$ cat src/rtl/otp_keypad_entry_if.sv
`default_nettype none
// ============================================================================
// Module      : otp_keypad_entry_if
// Description : Keypad / OTP-checker signal bundle for otp_keypad_entry.
//               master = keypad side (drives keys), slave = entry controller.
// Revision    : 1.0 - initial release
// ============================================================================
interface otp_keypad_entry_if;
   logic        req_access;
   logic        key_valid;
   logic [3:0]  key_code;
   logic        key_enter;
   logic        key_clear;
   logic        key_back;
   logic        alarm;
   logic [31:0] user_entered_otp;
   logic        enter_otp;
   logic        entry_active;
   logic [3:0]  digit_count;
   logic        timeout;

   modport master (
      output req_access, key_valid, key_code, key_enter, key_clear, key_back, alarm,
      input  user_entered_otp, enter_otp, entry_active, digit_count, timeout
   );

   modport slave (
      input  req_access, key_valid, key_code, key_enter, key_clear, key_back, alarm,
      output user_entered_otp, enter_otp, entry_active, digit_count, timeout
   );
endinterface
`default_nettype wire

$ cat src/rtl/otp_keypad_entry.sv
`default_nettype none
// ============================================================================
// Module      : otp_keypad_entry
// Description : Collects up to MAX_DIGITS hex nibbles from a keypad into a
//               right-justified 32-bit OTP, supports clear/backspace/enter,
//               aborts idle sessions after TIMEOUT_CYCLES, locks on alarm.
// Revision    : 1.0 - initial release
// ============================================================================
module otp_keypad_entry #(
   parameter int MAX_DIGITS     = 8,
   parameter int TIMEOUT_CYCLES = 1000
) (
   input  wire logic          clk,
   input  wire logic          rst,
   otp_keypad_entry_if.slave  bus
);

   localparam int IW = (TIMEOUT_CYCLES > 2) ? $clog2(TIMEOUT_CYCLES) : 1;

   localparam logic [1:0] c_idle    = 2'd0;
   localparam logic [1:0] c_collect = 2'd1;
   localparam logic [1:0] c_submit  = 2'd2;
   localparam logic [1:0] c_locked  = 2'd3;

   localparam logic [3:0]    c_max_digits = 4'(MAX_DIGITS);
   localparam logic [IW-1:0] c_idle_last  = IW'(TIMEOUT_CYCLES - 1);

   logic [1:0]    state_q, state_d;
   logic [31:0]   acc_q, acc_d;
   logic [3:0]    cnt_q, cnt_d;
   logic [IW-1:0] idle_q, idle_d;
   logic          enter_q, enter_d;
   logic          timeout_q, timeout_d;
   logic          any_strobe;

   // Any keypad strobe, acted on or not, counts as user activity.
   assign any_strobe = bus.key_valid | bus.key_enter | bus.key_clear | bus.key_back;

   // Next-state logic: alarm overrides everything, then per-state key handling
   // with priority clear > back > enter > digit.
   always_comb begin
      state_d   = state_q;
      acc_d     = acc_q;
      cnt_d     = cnt_q;
      idle_d    = idle_q;
      enter_d   = 1'b0;
      timeout_d = 1'b0;
      if (bus.alarm) begin
         state_d = c_locked;
         acc_d   = '0;
         cnt_d   = '0;
         idle_d  = '0;
      end else begin
         case (state_q)
            c_idle: begin
               if (bus.req_access) begin
                  state_d = c_collect;
                  acc_d   = '0;
                  cnt_d   = '0;
                  idle_d  = '0;
               end
            end
            c_collect: begin
               if (any_strobe) begin
                  idle_d = '0;
                  if (bus.key_clear) begin
                     acc_d = '0;
                     cnt_d = '0;
                  end else if (bus.key_back) begin
                     if (cnt_q != 4'd0) begin
                        acc_d = acc_q >> 4;
                        cnt_d = cnt_q - 4'd1;
                     end
                  end else if (bus.key_enter) begin
                     if (cnt_q != 4'd0) begin
                        state_d = c_submit;
                        enter_d = 1'b1;
                     end
                  end else if (cnt_q < c_max_digits) begin
                     acc_d = {acc_q[27:0], bus.key_code};
                     cnt_d = cnt_q + 4'd1;
                  end
               end else if (idle_q == c_idle_last) begin
                  state_d   = c_idle;
                  acc_d     = '0;
                  cnt_d     = '0;
                  idle_d    = '0;
                  timeout_d = 1'b1;
               end else begin
                  idle_d = idle_q + 1'b1;
               end
            end
            c_submit: state_d = c_idle;
            c_locked: state_d = c_idle;
            default:  state_d = c_idle;
         endcase
      end
   end

   // State registers; reset wins over alarm and keys.
   always_ff @(posedge clk) begin
      if (rst) begin
         state_q   <= c_idle;
         acc_q     <= '0;
         cnt_q     <= '0;
         idle_q    <= '0;
         enter_q   <= 1'b0;
         timeout_q <= 1'b0;
      end else begin
         state_q   <= state_d;
         acc_q     <= acc_d;
         cnt_q     <= cnt_d;
         idle_q    <= idle_d;
         enter_q   <= enter_d;
         timeout_q <= timeout_d;
      end
   end

   // The accumulator register doubles as the OTP output: it holds the
   // submitted value in IDLE and is cleared when the next session starts.
   assign bus.user_entered_otp = acc_q;
   assign bus.enter_otp        = enter_q;
   assign bus.entry_active     = (state_q == c_collect);
   assign bus.digit_count      = cnt_q;
   assign bus.timeout          = timeout_q;

endmodule
`default_nettype wire

$ cat src/flat_wrapper.sv
// flat-port wrapper written by rule: the top's interface ports become plain ports
module otp_keypad_entry_flat 
#(
   parameter int MAX_DIGITS     = 8,
   parameter int TIMEOUT_CYCLES = 1000
)
  (clk, rst, bus_req_access, bus_key_valid, bus_key_code, bus_key_enter, bus_key_clear, bus_key_back, bus_alarm, bus_user_entered_otp, bus_enter_otp, bus_entry_active, bus_digit_count, bus_timeout);
  otp_keypad_entry_if bus_i ();
  input  wire logic clk;
  input  wire logic rst;
  input wire logic [$bits(bus_i.req_access)-1:0] bus_req_access;
  input wire logic [$bits(bus_i.key_valid)-1:0] bus_key_valid;
  input wire logic [$bits(bus_i.key_code)-1:0] bus_key_code;
  input wire logic [$bits(bus_i.key_enter)-1:0] bus_key_enter;
  input wire logic [$bits(bus_i.key_clear)-1:0] bus_key_clear;
  input wire logic [$bits(bus_i.key_back)-1:0] bus_key_back;
  input wire logic [$bits(bus_i.alarm)-1:0] bus_alarm;
  output wire logic [$bits(bus_i.user_entered_otp)-1:0] bus_user_entered_otp;
  output wire logic [$bits(bus_i.enter_otp)-1:0] bus_enter_otp;
  output wire logic [$bits(bus_i.entry_active)-1:0] bus_entry_active;
  output wire logic [$bits(bus_i.digit_count)-1:0] bus_digit_count;
  output wire logic [$bits(bus_i.timeout)-1:0] bus_timeout;
  assign bus_i.req_access = bus_req_access;
  assign bus_i.key_valid = bus_key_valid;
  assign bus_i.key_code = bus_key_code;
  assign bus_i.key_enter = bus_key_enter;
  assign bus_i.key_clear = bus_key_clear;
  assign bus_i.key_back = bus_key_back;
  assign bus_i.alarm = bus_alarm;
  assign bus_user_entered_otp = bus_i.user_entered_otp;
  assign bus_enter_otp = bus_i.enter_otp;
  assign bus_entry_active = bus_i.entry_active;
  assign bus_digit_count = bus_i.digit_count;
  assign bus_timeout = bus_i.timeout;
  otp_keypad_entry #(.MAX_DIGITS(MAX_DIGITS), .TIMEOUT_CYCLES(TIMEOUT_CYCLES)) u_core (.clk(clk), .rst(rst), .bus(bus_i));
endmodule
$ cat config.mk
export PLATFORM = sky130hd
export DESIGN_NAME = otp_keypad_entry_flat
export DESIGN_NICKNAME = d
export VERILOG_FILES = /design/src/rtl/otp_keypad_entry_if.sv /design/src/rtl/otp_keypad_entry.sv /design/src/flat_wrapper.sv
export SDC_FILE = /design/constraint.sdc
export NUM_CORES = 1
export LEC_CHECK = 0
export ABC_CLOCK_PERIOD_IN_PS = 1950
export BUFFER_PORTS_ARGS = -buffer_cell sky130_fd_sc_hd__buf_2
export CAP_MARGIN = 20
export CELL_PAD_IN_SITES_DETAIL_PLACEMENT = 1
export CELL_PAD_IN_SITES_GLOBAL_PLACEMENT = 1
export CORE_UTILIZATION = 30
export CTS_CLUSTER_DIAMETER = 200
export CTS_CLUSTER_SIZE = 24
export DETAILED_ROUTE_END_ITERATION = 16
export MAX_ROUTING_LAYER = met4
export PLACE_DENSITY = 0.63
export SYNTH_ARGS = -nofsm -noshare
export SYNTH_HDL_FRONTEND = slang
export SYNTH_SLANG_ARGS = --single-unit
$ cat constraint.sdc
create_clock -name clk -period 1.95 [get_ports clk]
set_clock_uncertainty 0.05 [all_clocks]
set_input_delay 0.0975 -clock clk [delete_from_list [all_inputs] [get_ports clk]]
set_output_delay 0.0975 -clock clk [all_outputs]
set_load 0.01 [all_outputs]
; ---- After elaboration in Yosys (flattened, before gate mapping)
; Index checks and enable logic that the tools add are counted.
[classes]
n_bitwise = 6
mux = 33
n_addsub = 3
reduce_logical = 10
n_lt_le_gt_ge = 1
eq_ne = 15
[op_table]
columns = operator, count
row1 = 32-bit 2-to-1 mux, 8
row2 = 32-bit case mux with 2 select lines, 1
row3 = 4-bit 2-to-1 mux, 8
row4 = 10-bit 2-to-1 mux, 3
row5 = 10-bit case mux with 2 select lines, 1
row6 = 2-bit 2-to-1 mux, 8
row7 = 4-bit != test (second input constant), 4
row8 = 5-bit != test (second input constant), 3
row9 = 6-bit AND reduction, 2
row10 = 10-bit by 1-bit adder with 10-bit output (second input constant), 1
row11 = 10-bit == test (second input constant), 1
row12 = 4-bit case mux with 2 select lines, 1
row13 = 7-bit OR reduction, 1
row14 = 2-bit case mux with 3 select lines, 1
row15 = 4-bit by 1-bit adder with 4-bit output (second input constant), 1
row16 = 2-bit == test (second input constant), 2
row17 = 4-bit < comparator (second input constant), 1
row18 = 4-bit by 2-bit != test with 1-bit output (second input constant), 1
row19 = 4-bit nonzero test, 1
row20 = 2-bit OR reduction, 2
row21 = 4-bit OR reduction, 1
row22 = 4-bit by 1-bit subtractor with 4-bit output (second input constant), 1
row23 = 3-bit by 1-bit != test with 1-bit output (second input constant), 1
row24 = 3-bit != test (second input constant), 1
row25 = other kinds (8), 13
[word_totals]
register_bits = 50
output_inout_bits = 39
input_bits = 12
elab_cells = 74

; ---- Longest topological paths before layout
; Gate-level depths: netlist of run 1.
[depth]
ltp_word = 8
depth_mapped = 7
depth_no_buf = 5

; ---- Least setup slack after synthesis of run 1
; Ideal clock, no wire load.
[synth_timing]
path_type = reg-to-reg
from = register u_core.idle_q[0]
to = register u_core.cnt_q[3] (netlist: u_core.bus.digit_count[3])
t_arrival_ns = 1.608
setup_time_ns = 0.122
stages_incl_launch_ff = 8
setup_slack_ns = 0.170
t_required_ns = 1.778
n_path_buf = 2
synth_period_minus_slack_ns = 1.780
path_cell_list = dfxtp_1 ha_1 nor2b_1 nand4_2 a31o_2 buf_6 buf_6 mux2i_1
[synth_between]
elab_chain_cells = 3
[synth_lines]
columns = element, line_no
row1 = "start, declared", otp_keypad_entry.sv:31  ; logic [IW-1:0] idle_q, idle_d;
row2 = "start signal, assigned", otp_keypad_entry.sv:113  ; idle_q <= idle_d;
row3 = 10-bit == test, otp_keypad_entry.sv:83  ; end else if (idle_q == c_idle_last) begin
row4 = 3-bit by 1-bit != test with 1-bit output (no source line), n/a
row5 = 6-bit AND reduction (no source line), n/a
row6 = "end signal, assigned", otp_keypad_entry.sv:112  ; cnt_q <= cnt_d;
row7 = "end, declared", otp_keypad_entry.sv:30  ; logic [3:0] cnt_q, cnt_d;
; Every way passes these cells.
; A chain may end at the register's enable or synchronous reset.

; ---- Final worst setup path of run 1
[layout_timing]
from = register u_core.state_q[0]
to = register u_core.acc_q[31] (netlist: u_core.bus.user_entered_otp[31])
[layout_between]
elab_chain_cells = 3
elab_cells_between_ends = 10
cone_classes = eq/ne: 6 / mux: 1 / reduce/logical: 3
[layout_lines]
columns = element, line_no
row1 = "start, declared", otp_keypad_entry.sv:28  ; logic [1:0] state_q, state_d;
row2 = "start signal, assigned", otp_keypad_entry.sv:103  ; state_q <= c_idle;
row3 = "start signal, assigned", otp_keypad_entry.sv:110  ; state_q <= state_d;
row4 = 2-bit by 1-bit == test with 1-bit output or 2-bit logical NOT (tied branches), otp_keypad_entry.sv:54  ; case (state_q)
row5 = 5-bit != test (no source line) (tied with other cells), n/a
row6 = 6-bit AND reduction (no source line), n/a
row7 = "end signal, assigned", otp_keypad_entry.sv:104  ; acc_q <= '0;
row8 = "end signal, assigned", otp_keypad_entry.sv:111  ; acc_q <= acc_d;
row9 = "end, declared", otp_keypad_entry.sv:29  ; logic [31:0] acc_q, acc_d;
; Several ways; a longest one is shown, not always the timed one.

==> results of run 1 <==
## worst max-delay path, cell delays in order, from the launching register on
cell and delay (ps):
sky130_fd_sc_hd__dfxtp_1 480, sky130_fd_sc_hd__nor4b_4 330, sky130_fd_sc_hd__a221o_1 200, sky130_fd_sc_hd__a31o_2 130, sky130_fd_sc_hd__buf_12 270, sky130_fd_sc_hd__mux2i_1 240
## metrics by stage
step / hold slack [ps] / setup WS [ps] / total power [mW] / utilization [%] / instances
3_3_place_gp: 284 / 223 / 1.29 / 36.6 / 441
4_1_cts: 15.3 / 153 / 1.97 / 37.9 / 450
3_5_place_dp: 289 / 191 / 1.30 / 36.6 / 441
6_report: 20.4 / 187 / 1.94 / 37.9 / 450
2_1_floorplan: 117 / 170 / 1.22 / - / 293
5_1_grt: 44.1 / 31.2 / 2.03 / 37.9 / 450
## worst min path at each step
stage | startpoint | to | slack, ps | cells after the start
floorplan | rst | u_core.state_q[0] | 120 | 1
global placement | rst | u_core.state_q[1] | 280 | 2
detailed placement | rst | u_core.state_q[0] | 290 | 2
CTS | bus_alarm | u_core.state_q[1] | 20 | 3
global route | bus_alarm | u_core.state_q[1] | 40 | 3
finish | bus_alarm | u_core.state_q[1] | 20 | 3
## cell type report
cell class	instances	area, um2	share of cell area, %
multi-input cells	220	1530	48.3
flip-flops and latches	50	1000	31.7
clock buffers	6	82.6	2.61
well taps	105	131	4.16
inverters	1	3.75	0.119
repair buffers	66	398	12.6
clock inverters	2	16.3	0.515
## power breakdown
group          leakage, nW  total (mW)  internal [mW]  switching [mW]
logic                0.867       0.235         0.0958           0.139
clock network       0.0478       0.670          0.293           0.377
registers            0.403        1.03           1.03         0.00805
## cell families after synthesis
kind of cell	share of synthesized area (%)
AOI/OAI and AO/OA	15.2
xor gates and xnor gates	3.34
adders and majority gates	2.20
buffers and inverters	4.73
DFF	38.2
muxes	13.8
and+or+nand+nor	22.6
## timing repair
action,4_1_cts,5_1_grt
endpoints found under the setup margin,0,0
resized for setup,0,0
hold buffers,1,0
hold endpoints to repair,2,0
## metal layers
metal	vias to the layer above	track usage, %	share of wire [%]
met3	4	2.55	2.6
met2	36	25.2	46
met5	-	-	0
li1	1175	-	-
met1	1117	21.9	50
met4	0	4.85	0.92
## flip-flops by register name (all words and copies together), names as in the netlist
register / cells
u_core.bus.digit_count: 4
u_core.bus.enter_otp: 1
u_core.bus.timeout: 1
u_core.bus.user_entered_otp: 32
u_core.idle_q: 10
u_core.state_q: 2
## cell usage in the layout, fill, tap and decap left out, drive strengths merged, types with 2 or more instances in the layout
cell    instances
buf            65
ha              3
mux2i          36
nand2          71
inv             2
and2            2
nor2           12
dfxtp          50
nand4           8
a32o           28
xnor2           3
a21o            2
nor4            5
clkbuf          6
or2             2
nor2b           3
and3            3
xor2            7
nand3          12
a21oi           5
==> metrics.yaml, run 1 <==
run_status: "complete, no violations"
ys_seq_area_share_pct: 38.2
grt_first_pass_wirelength_mm: 11.4
hpwl_mm: 4.72
slew-limit-headroom_pct: 57.1
minimum_clock_period_ps: 1760
wirelength_mm: 7.05
timing.reg2reg.setup_slack_ps: 190
synthDominantCellAreaShare_pct: 38.2
placeableCoreArea_um2: 8340
maxCapViolations: 0
hold_class: "in -> reg"
netlist_cell_types: 41
netlist_top_cells_area: "sky130_fd_sc_hd__dfxtp_1, sky130_fd_sc_hd__mux2i_1, sky130_fd_sc_hd__a32o_1"
timing.reg2reg.worst_path_depth: 5
routed_len_inst_um: 15.7
critPathCaptureType: "register"
max_slew.worst_pin.slew_ps: 644
worstSetupEndpoint: "u_core.bus.user_entered_otp[31]"
rows: 33
final.fill_count: 990
post_route_cells_drive_above_1_share_pct: 23.5
hold_viol: 0
critical_path.startpoint: "u_core.state_q[0]"
grt_max_degree: 53
worst_setup_path_type: "reg -> reg"
synth_top_flop_cell: "sky130_fd_sc_hd__dfxtp_1"
yosys.area.top_type: "sky130_fd_sc_hd__dfxtp_1"
place_area_um2: 3050
antenna_found_initial: 0
achievable-frequency_mhz: 567
floorplan.initialDensity_pct: 31.4
count_of_flip_flops_with_a_built_in_enable_after_synthesis: 0
count_of_nets_left_with_antenna_violations_after_detail_routing: 0
via_count: 2332
synth.top_cells.by_count: "sky130_fd_sc_hd__nand2_1, sky130_fd_sc_hd__dfxtp_1, sky130_fd_sc_hd__mux2i_1"
critical_path.reg2reg.startpoint: "u_core.state_q[0]"
setup_tns_ps: 0
via_per_inst: 5.18
final-setup-viol-count: 0
io_buffers: 50
cts_made_buffers: 5
die_height_um: 95.5
clockBufferDepth: 2
synth_nets: 309
power_density_nw_per_um2: 614
die_x_um: 95.5
number_of_warnings_printed_during_yosys_synthesis: 0
antennaDiodeCount: 0
cts_setup_buffers: 0
netlist_instances: 293
grt_setup_unrepaired: "no"
drtIter0Drc: 114
crit_path_start_kind: "register"
finalWeightedCongestion: 0.766
postSynthRegisterBits: 50
synthesis.area_um2: 2620
power.static_leakage_nw: 1.32
crit_arrival_ps: 1950
power.ir.vdd_worst_mv: 0.265
clock_latency_ps: 310
post_route_standard_cell_area_excluding_fillers_um2: 3160
drc: 0
grt-ovfl-total: 0
clock_pin_slew_of_the_registers_on_the_worst_case_setup_and_hold_paths_ps: 100
clock_tree.root_cell: "sky130_fd_sc_hd__clkbuf_8"
yosysMostFrequentCell: "sky130_fd_sc_hd__nand2_1"
cts_tree: "yes"
final_net_count: 360
crit_path_max_fanout: 36
grt_usage_pct: 16.3
timing.final.crit_share_pct: 90.4
slew_violations: 0
cts.sink_count: 50
synth-async-reset-ratio_pct: 0
areaGrowthSynthToFinish_pct: 20.6
grt_pass1_vias: 2273
num_io_pins: 51
clock_tree.htree_level_count: 2
first_pass_iters: 4
post_synth.cell_area_avg_um2: 8.94
timing.critical_path.required_ps: 2140
ff_to_ff_end: "u_core.bus.user_entered_otp[31]"
die_area_um2: 9110
Note: power is estimated with default switching activity, not from simulation.
==> run 2, diff against run 1 <==
--- a/config.mk
+++ b/config.mk
@@ -5,7 +5,7 @@
 export SDC_FILE = /design/constraint.sdc
 export NUM_CORES = 1
 export LEC_CHECK = 0
-export ABC_CLOCK_PERIOD_IN_PS = 1950
+export ABC_CLOCK_PERIOD_IN_PS = 2070
 export BUFFER_PORTS_ARGS = -buffer_cell sky130_fd_sc_hd__buf_2
 export CAP_MARGIN = 20
 export CELL_PAD_IN_SITES_DETAIL_PLACEMENT = 1
==> constraint.sdc (replaced) <==
create_clock -name clk -period 2.07 [get_ports clk]
set_clock_uncertainty 0.05 [all_clocks]
set_input_delay 0.1035 -clock clk [delete_from_list [all_inputs] [get_ports clk]]
set_output_delay 0.1035 -clock clk [all_outputs]
set_load 0.01 [all_outputs]
==> metrics.yaml, run 2 (synthesis gave the netlist of run 1 again) <==
die_height_um: 95.5  # unchanged
hold_viol: 0  # unchanged
achievable-frequency_mhz: 525  # was 567 MHz
power.static_leakage_nw: 1.28  # was 1.32 nW
layoutNonFillerInstCount: 441  # was 450
io_buffers: 50  # unchanged
via_count: 2375  # was 2332
placeableCoreArea_um2: 8340  # unchanged
timing.critical_path.cells: "ha_1 -> nor2b_1 -> nand4_2 -> a31o_2 -> buf_12 -> mux2i_1"  # was nor4b_4 -> a221o_1 -> a31o_2 -> buf_12 -> mux2i_1
wirelength_mm: 6.94  # was 7.05 mm
clock_tree.root_cell: "sky130_fd_sc_hd__clkbuf_8"  # unchanged
final_common_cell: "sky130_fd_sc_hd__nand2_1"  # unchanged
slew_violations: 0  # unchanged
drtIter0Drc: 76  # was 114
cts_hold_buffers: 1  # unchanged
critical_path.max_stage_delay_ps: 420  # was 480 ps
num_io_pins: 51  # unchanged
worst_setup_slack_after_placement_ps: 160  # was 191 ps
grt_first_pass_wirelength_mm: 11.2  # was 11.4 mm
cts_setup_buffers: 0  # unchanged
crit_path_start_kind: "register"  # unchanged
power.ir.vdd_worst_mv: 0.287  # was 0.265 mV
minimum_clock_period_ps: 1910  # was 1760 ps
cts.sink_count: 50  # unchanged
final_net_count: 351  # was 360
antenna_found_initial: 0  # unchanged
clockBufferDepth: 2  # unchanged
grt_setup_unrepaired: "no"  # unchanged
critPathCaptureType: "register"  # unchanged
timing.critical_path.required_ps: 2200  # was 2140 ps
maxCapViolations: 0  # unchanged
post_route_cells_drive_above_1_share_pct: 21.4  # was 23.5%
max_slew.worst_pin.slew_ps: 658  # was 644 ps
drc: 0  # unchanged
rows: 33  # unchanged
power_density_nw_per_um2: 574  # was 614 nW/um2
crit_arrival_ps: 2030  # was 1950 ps
grt-ovfl-total: 0  # unchanged
worst_setup_path_type: "reg -> reg"  # unchanged
fin_hold_ws_ps: 45.3  # was 20.4 ps
clock_tree.htree_level_count: 2  # unchanged
via_per_inst: 5.39  # was 5.18
clock_latency_ps: 300  # was 310 ps
crit_path_max_fanout: 36  # unchanged
floorplan.initialDensity_pct: 31.4  # unchanged
setup_tns_ps: 0  # unchanged
grt_usage_pct: 15.9  # was 16.3%
cts_tree: "yes"  # unchanged
finalWeightedCongestion: 0.779  # was 0.766
die_area_um2: 9110  # unchanged
largest_reg_flops: 32  # unchanged
first_pass_iters: 4  # unchanged
final_core_utilization_pct: 37.1  # was 37.9%
cts_resized: 0  # unchanged
slew-limit-headroom_pct: 56.1  # was 57.1%
placed_cells_incl_taps: 432  # was 441
clock_pin_slew_of_the_registers_on_the_worst_case_setup_and_hold_paths_ps: 100  # about the same
hold_class: "in -> reg"  # unchanged
cts_made_buffers: 5  # unchanged
antennaDiodeCount: 0  # unchanged
fin_ws_ps: 165  # was 187 ps
final-setup-viol-count: 0  # unchanged
grt_pass1_vias: 2274  # was 2273
final_cell_mix: "sky130_fd_sc_hd__nand2_1, sky130_fd_sc_hd__buf_2, sky130_fd_sc_hd__dfxtp_1"  # unchanged
count_of_nets_left_with_antenna_violations_after_detail_routing: 0  # unchanged
grt_max_degree: 67  # was 53
run_status: "complete, no violations"  # unchanged
die_x_um: 95.5  # unchanged
routed_len_inst_um: 15.7  # about the same
critical_path.slowest_cell: "sky130_fd_sc_hd__dfxtp_1"  # unchanged
timing.final.crit_share_pct: 92.0  # was 90.4%
hpwl_mm: 4.52  # was 4.72 mm
areaGrowthSynthToFinish_pct: 18.1  # was 20.6%
[run 2: per-stage QoR]
stage	power (mW)	instance area, um2
4_1_cts	1.80	3090
2_1_floorplan	1.15	2620
5_1_grt	1.85	3090
3_5_place_dp	1.21	3000
3_3_place_gp	1.21	3000
6_report	1.78	3090
[run 2: layout make-up]
| cell class | instances | area, um2 |
|---|---|---|
| clock buffer | 5 | 68.8 |
| clock inverter | 3 | 18.8 |
| fill | 1014 | 5250 |
| inverter | 1 | 3.75 |
| multi-input combinational | 220 | 1530 |
| sequential | 50 | 1000 |
| tap | 105 | 131 |
| timing repair buffer | 57 | 343 |
[run 2: power breakdown]
group	internal, mW	switching [mW]
clock network	0.239	0.345
registers	0.966	0.00919
logic	0.0861	0.131
total	1.29	0.485
[run 2: path summary, 6_finish.rpt]
check,start,end,slack [ps],cells after the start
max reg2reg,u_core.idle_q[0],u_core.bus.digit_count[2],160,6
min,bus_alarm,u_core.state_q[1],50,3
min reg2reg,u_core.bus.user_entered_otp[2],u_core.bus.user_entered_otp[2],440,2
max,u_core.idle_q[0],u_core.bus.digit_count[2],160,6
[run 2: routing by layer]
metal | GRT usage, % | vias up | share of wire [%]
met4 | 3.73 | 0 | 0.58
met2 | 24.9 | 42 | 46
met5 | - | - | 0
li1 | - | 1156 | -
met3 | 2.71 | 2 | 3.3
met1 | 21.4 | 1175 | 50
[run 2: critical path: cells and delay by family (launching register included)]
kind                     cells  cell delay [ps]
flip-flops                   1              420
AND/OR/NAND/NOR              2              400
AO/OA/AOI/OAI                1              310
adder cells (fa/ha/maj)      1              250
buffers and inverters        1              200
multiplexers                 1              140
==> run 3, diff against run 2 <==
--- a/config.mk
+++ b/config.mk
@@ -5,6 +5,7 @@
 export SDC_FILE = /design/constraint.sdc
 export NUM_CORES = 1
 export LEC_CHECK = 0
+export ABC_AREA = 1
 export ABC_CLOCK_PERIOD_IN_PS = 2070
 export BUFFER_PORTS_ARGS = -buffer_cell sky130_fd_sc_hd__buf_2
 export CAP_MARGIN = 20
@@ -15,7 +16,7 @@
 export CTS_CLUSTER_SIZE = 24
 export DETAILED_ROUTE_END_ITERATION = 16
 export MAX_ROUTING_LAYER = met4
-export PLACE_DENSITY = 0.63
+export PLACE_DENSITY_LB_ADDON = 0.1
 export SYNTH_ARGS = -nofsm -noshare
 export SYNTH_HDL_FRONTEND = slang
 export SYNTH_SLANG_ARGS = --single-unit
==> metrics.yaml, run 3 <==
yosys.area.top_type: "sky130_fd_sc_hd__dfxtp_1"  # unchanged
cts_hold_buffers: 1  # unchanged
hpwl_mm: 6.62  # was 4.52 mm
crit_path_start_kind: "register"  # unchanged
drtIter0Drc: 133  # was 76
synth_top_flop_cell: "sky130_fd_sc_hd__dfxtp_1"  # unchanged
clockBufferDepth: 2  # unchanged
run_status: "complete, no violations"  # unchanged
first_pass_iters: 4  # unchanged
synth.top_cells.by_count: "sky130_fd_sc_hd__nand2_1, sky130_fd_sc_hd__nor2_1, sky130_fd_sc_hd__nand4_1"  # was sky130_fd_sc_hd__nand2_1, sky130_fd_sc_hd__dfxtp_1, sky130_fd_sc_hd__mux2i_1
maxCapViolations: 0  # unchanged
antenna_found_initial: 0  # unchanged
count_of_nets_left_with_antenna_violations_after_detail_routing: 0  # unchanged
timing.critical_path.cells: "ha_1 -> nand2_1 -> nor2_2 -> nand3_4 -> nand2_8 -> buf_4 -> nand4_1 -> nand2_1 -> nor2_1"  # was ha_1 -> nor2b_1 -> nand4_2 -> a31o_2 -> buf_12 -> mux2i_1
count_of_flip_flops_with_a_built_in_enable_after_synthesis: 0  # unchanged
via_count: 3180  # was 2375
cts.sink_count: 50  # unchanged
post_synth.cell_area_avg_um2: 6.46  # was 8.94 um2
final_common_cell: "sky130_fd_sc_hd__nand2_1"  # unchanged
grt_setup_unrepaired: "no"  # unchanged
largest_reg_flops: 32  # unchanged
critical-path-top-cell-by-count: "sky130_fd_sc_hd__nand2_1"
grt_first_pass_wirelength_mm: 16.1  # was 11.2 mm
worst_setup_path_type: "reg -> reg"  # unchanged
netlist_instances: 464  # was 293
yosysMostFrequentCell: "sky130_fd_sc_hd__nand2_1"  # unchanged
number_of_warnings_printed_during_yosys_synthesis: 0  # unchanged
final-setup-viol-count: 0  # unchanged
worst_setup_slack_after_placement_ps: 271  # was 160 ps
critical_path.slowest_cell: "sky130_fd_sc_hd__dfxtp_1"  # unchanged
setup_tns_ps: 0  # unchanged
final_core_utilization_pct: 35.8  # was 37.1%
final_net_count: 523  # was 351
total_switching_power_mw: 0.714  # was 0.485 mW
areaGrowthSynthToFinish_pct: 16.4  # was 18.1%
hold_class: "in -> reg"  # unchanged
power_density_nw_per_um2: 646  # was 574 nW/um2
fin_hold_ws_ps: 12.8  # was 45.3 ps
clock_latency_ps: 310  # was 300 ps
critPathCaptureType: "register"  # unchanged
die_height_um: 102  # was 95.5 um
grt_max_degree: 37  # was 67
die_area_um2: 10400  # was 9110 um2
pwr-share-clk_pct: 31.5  # was 32.9%
synth_nets: 480  # was 309
rows: 36  # was 33
final.fill_count: 1287  # was 1014
pwr-share-seq_pct: 46.4  # was 54.9%
hold_viol: 0  # unchanged
grt_usage_pct: 20.2  # was 15.9%
post_route_cells_drive_above_1_share_pct: 17.9  # was 21.4%
timing.final.crit_share_pct: 87.4  # was 92.0%
io_buffers: 50  # unchanged
antennaDiodeCount: 0  # unchanged
critical_path.max_stage_delay_ps: 370  # was 420 ps
fin_ws_ps: 262  # was 165 ps
crit_path_max_fanout: 35  # was 36
crit_arrival_ps: 1980  # was 2030 ps
placeableCoreArea_um2: 9730  # was 8340 um2
minimum_clock_period_ps: 1810  # was 1910 ps
num_io_pins: 51  # unchanged
cts_tree: "yes"  # unchanged
cts_setup_buffers: 0  # unchanged
pwr-share-comb_pct: 22.1  # was 12.2%
slew-limit-headroom_pct: 57.9  # was 56.1%
grt_pass1_vias: 3133  # was 2274
clock_tree.htree_level_count: 2  # unchanged
clock_tree.root_cell: "sky130_fd_sc_hd__clkbuf_8"  # unchanged
cts_made_buffers: 5  # unchanged
finalWeightedCongestion: 0.781  # was 0.779
timing.critical_path.required_ps: 2240  # was 2200 ps
via_per_inst: 4.96  # was 5.39
grt-ovfl-total: 0  # unchanged
die_x_um: 102  # was 95.5 um
routed_len_inst_um: 15.0  # was 15.7 um
clock_pin_slew_of_the_registers_on_the_worst_case_setup_and_hold_paths_ps: 100  # about the same
synth-async-reset-ratio_pct: 0  # unchanged
netlist_cell_types: 34  # was 41
cts_resized: 0  # unchanged
sw_share_pct: 31.7  # was 27.3%
layoutNonFillerInstCount: 641  # was 441
floorplan.initialDensity_pct: 30.8  # was 31.4%
wirelength_mm: 9.63  # was 6.94 mm
cellInternalPower_mw: 1.54  # was 1.29 mW
achievable-frequency_mhz: 553  # was 525 MHz
final_cell_mix: "sky130_fd_sc_hd__nand2_1, sky130_fd_sc_hd__nor2_1, sky130_fd_sc_hd__nand4_1"  # was sky130_fd_sc_hd__nand2_1, sky130_fd_sc_hd__buf_2, sky130_fd_sc_hd__dfxtp_1
synthDominantCellAreaShare_pct: 33.4  # was 38.2%
postSynthRegisterBits: 50  # unchanged
netlist_top_cells_area: "sky130_fd_sc_hd__dfxtp_1, sky130_fd_sc_hd__nand2_1, sky130_fd_sc_hd__nand4_1"  # was sky130_fd_sc_hd__dfxtp_1, sky130_fd_sc_hd__mux2i_1, sky130_fd_sc_hd__a32o_1
power.ir.vdd_worst_mv: 0.321  # was 0.287 mV
drc: 0  # unchanged
power.static_leakage_nw: 1.61  # was 1.28 nW
placed_cells_incl_taps: 632  # was 432
max_slew.worst_pin.slew_ps: 628  # was 658 ps
synthesis.area_um2: 3000  # was 2620 um2
ys_seq_area_share_pct: 33.4  # was 38.2%
slew_violations: 0  # unchanged
==> run 3: per-stage QoR <==
stage / power (mW) / cell area (um2)
after global placement: 1.56 / 3370
after detailed placement: 1.57 / 3370
after CTS: 2.28 / 3490
final: 2.25 / 3490
after floorplan: 1.41 / 3000
after global routing: 2.40 / 3490
==> run 3: worst paths after layout <==
kind,startpoint,end,slack (ps),depth (start not counted)
worst max-delay path,u_core.idle_q[0],u_core.bus.user_entered_otp[30],260,9
worst min-delay path,bus_alarm,u_core.state_q[1],10,3
worst max register to register,u_core.idle_q[0],u_core.bus.user_entered_otp[30],260,9
worst min register to register,u_core.idle_q[9],u_core.idle_q[9],420,2
==> run 3: kinds of logic after synthesis <==
| group | Yosys count | share of synthesized area (%) |
|---|---|---|
| AO/OA/AOI/OAI | 16 | 3.17 |
| XOR/XNOR | 4 | 1.17 |
| adder cells (fa/ha/maj) | 4 | 1.92 |
| buffers and inverters | 48 | 8.18 |
| flip-flops | 50 | 33.4 |
| AND/OR/NAND/NOR | 342 | 52.2 |
==> run 3: per-layer routing <==
layer	wire, um	GRT usage, %
met1	5020	28.4
met2	4240	31.3
met4	48	3.63
met3	320	2.46
met5	0	-
==> run 3: worst max-delay path: cells and delay by family, from the launching register on <==
| kind | cells | cell delay, ps |
|---|---|---|
| adders and majority gates | 1 | 190 |
| buffers and inverters | 1 | 360 |
| DFF | 1 | 370 |
| and+or+nand+nor | 7 | 740 |
==> run 3: area by class of cell <==
type / instances / area [um2] / share of cell area [%]
multi-input combinational: 366 / 1750 / 50.3
sequential: 50 / 1000 / 28.7
tap: 133 / 166 / 4.77
timing repair buffer: 64 / 383 / 11.0
clock buffer: 7 / 76.3 / 2.19
clock inverter: 1 / 30.0 / 0.861
inverter: 20 / 77.6 / 2.22
==> run 3: power groups by stage <==
stage | Combinational (mW) | Sequential (mW) | Clock [mW]
final | 0.498 | 1.05 | 0.709
after global routing | 0.571 | 1.05 | 0.773
after CTS | 0.505 | 1.05 | 0.731
after detailed placement | 0.503 | 1.07 | 0
after global placement | 0.495 | 1.07 | 0
after floorplan | 0.336 | 1.07 | 0
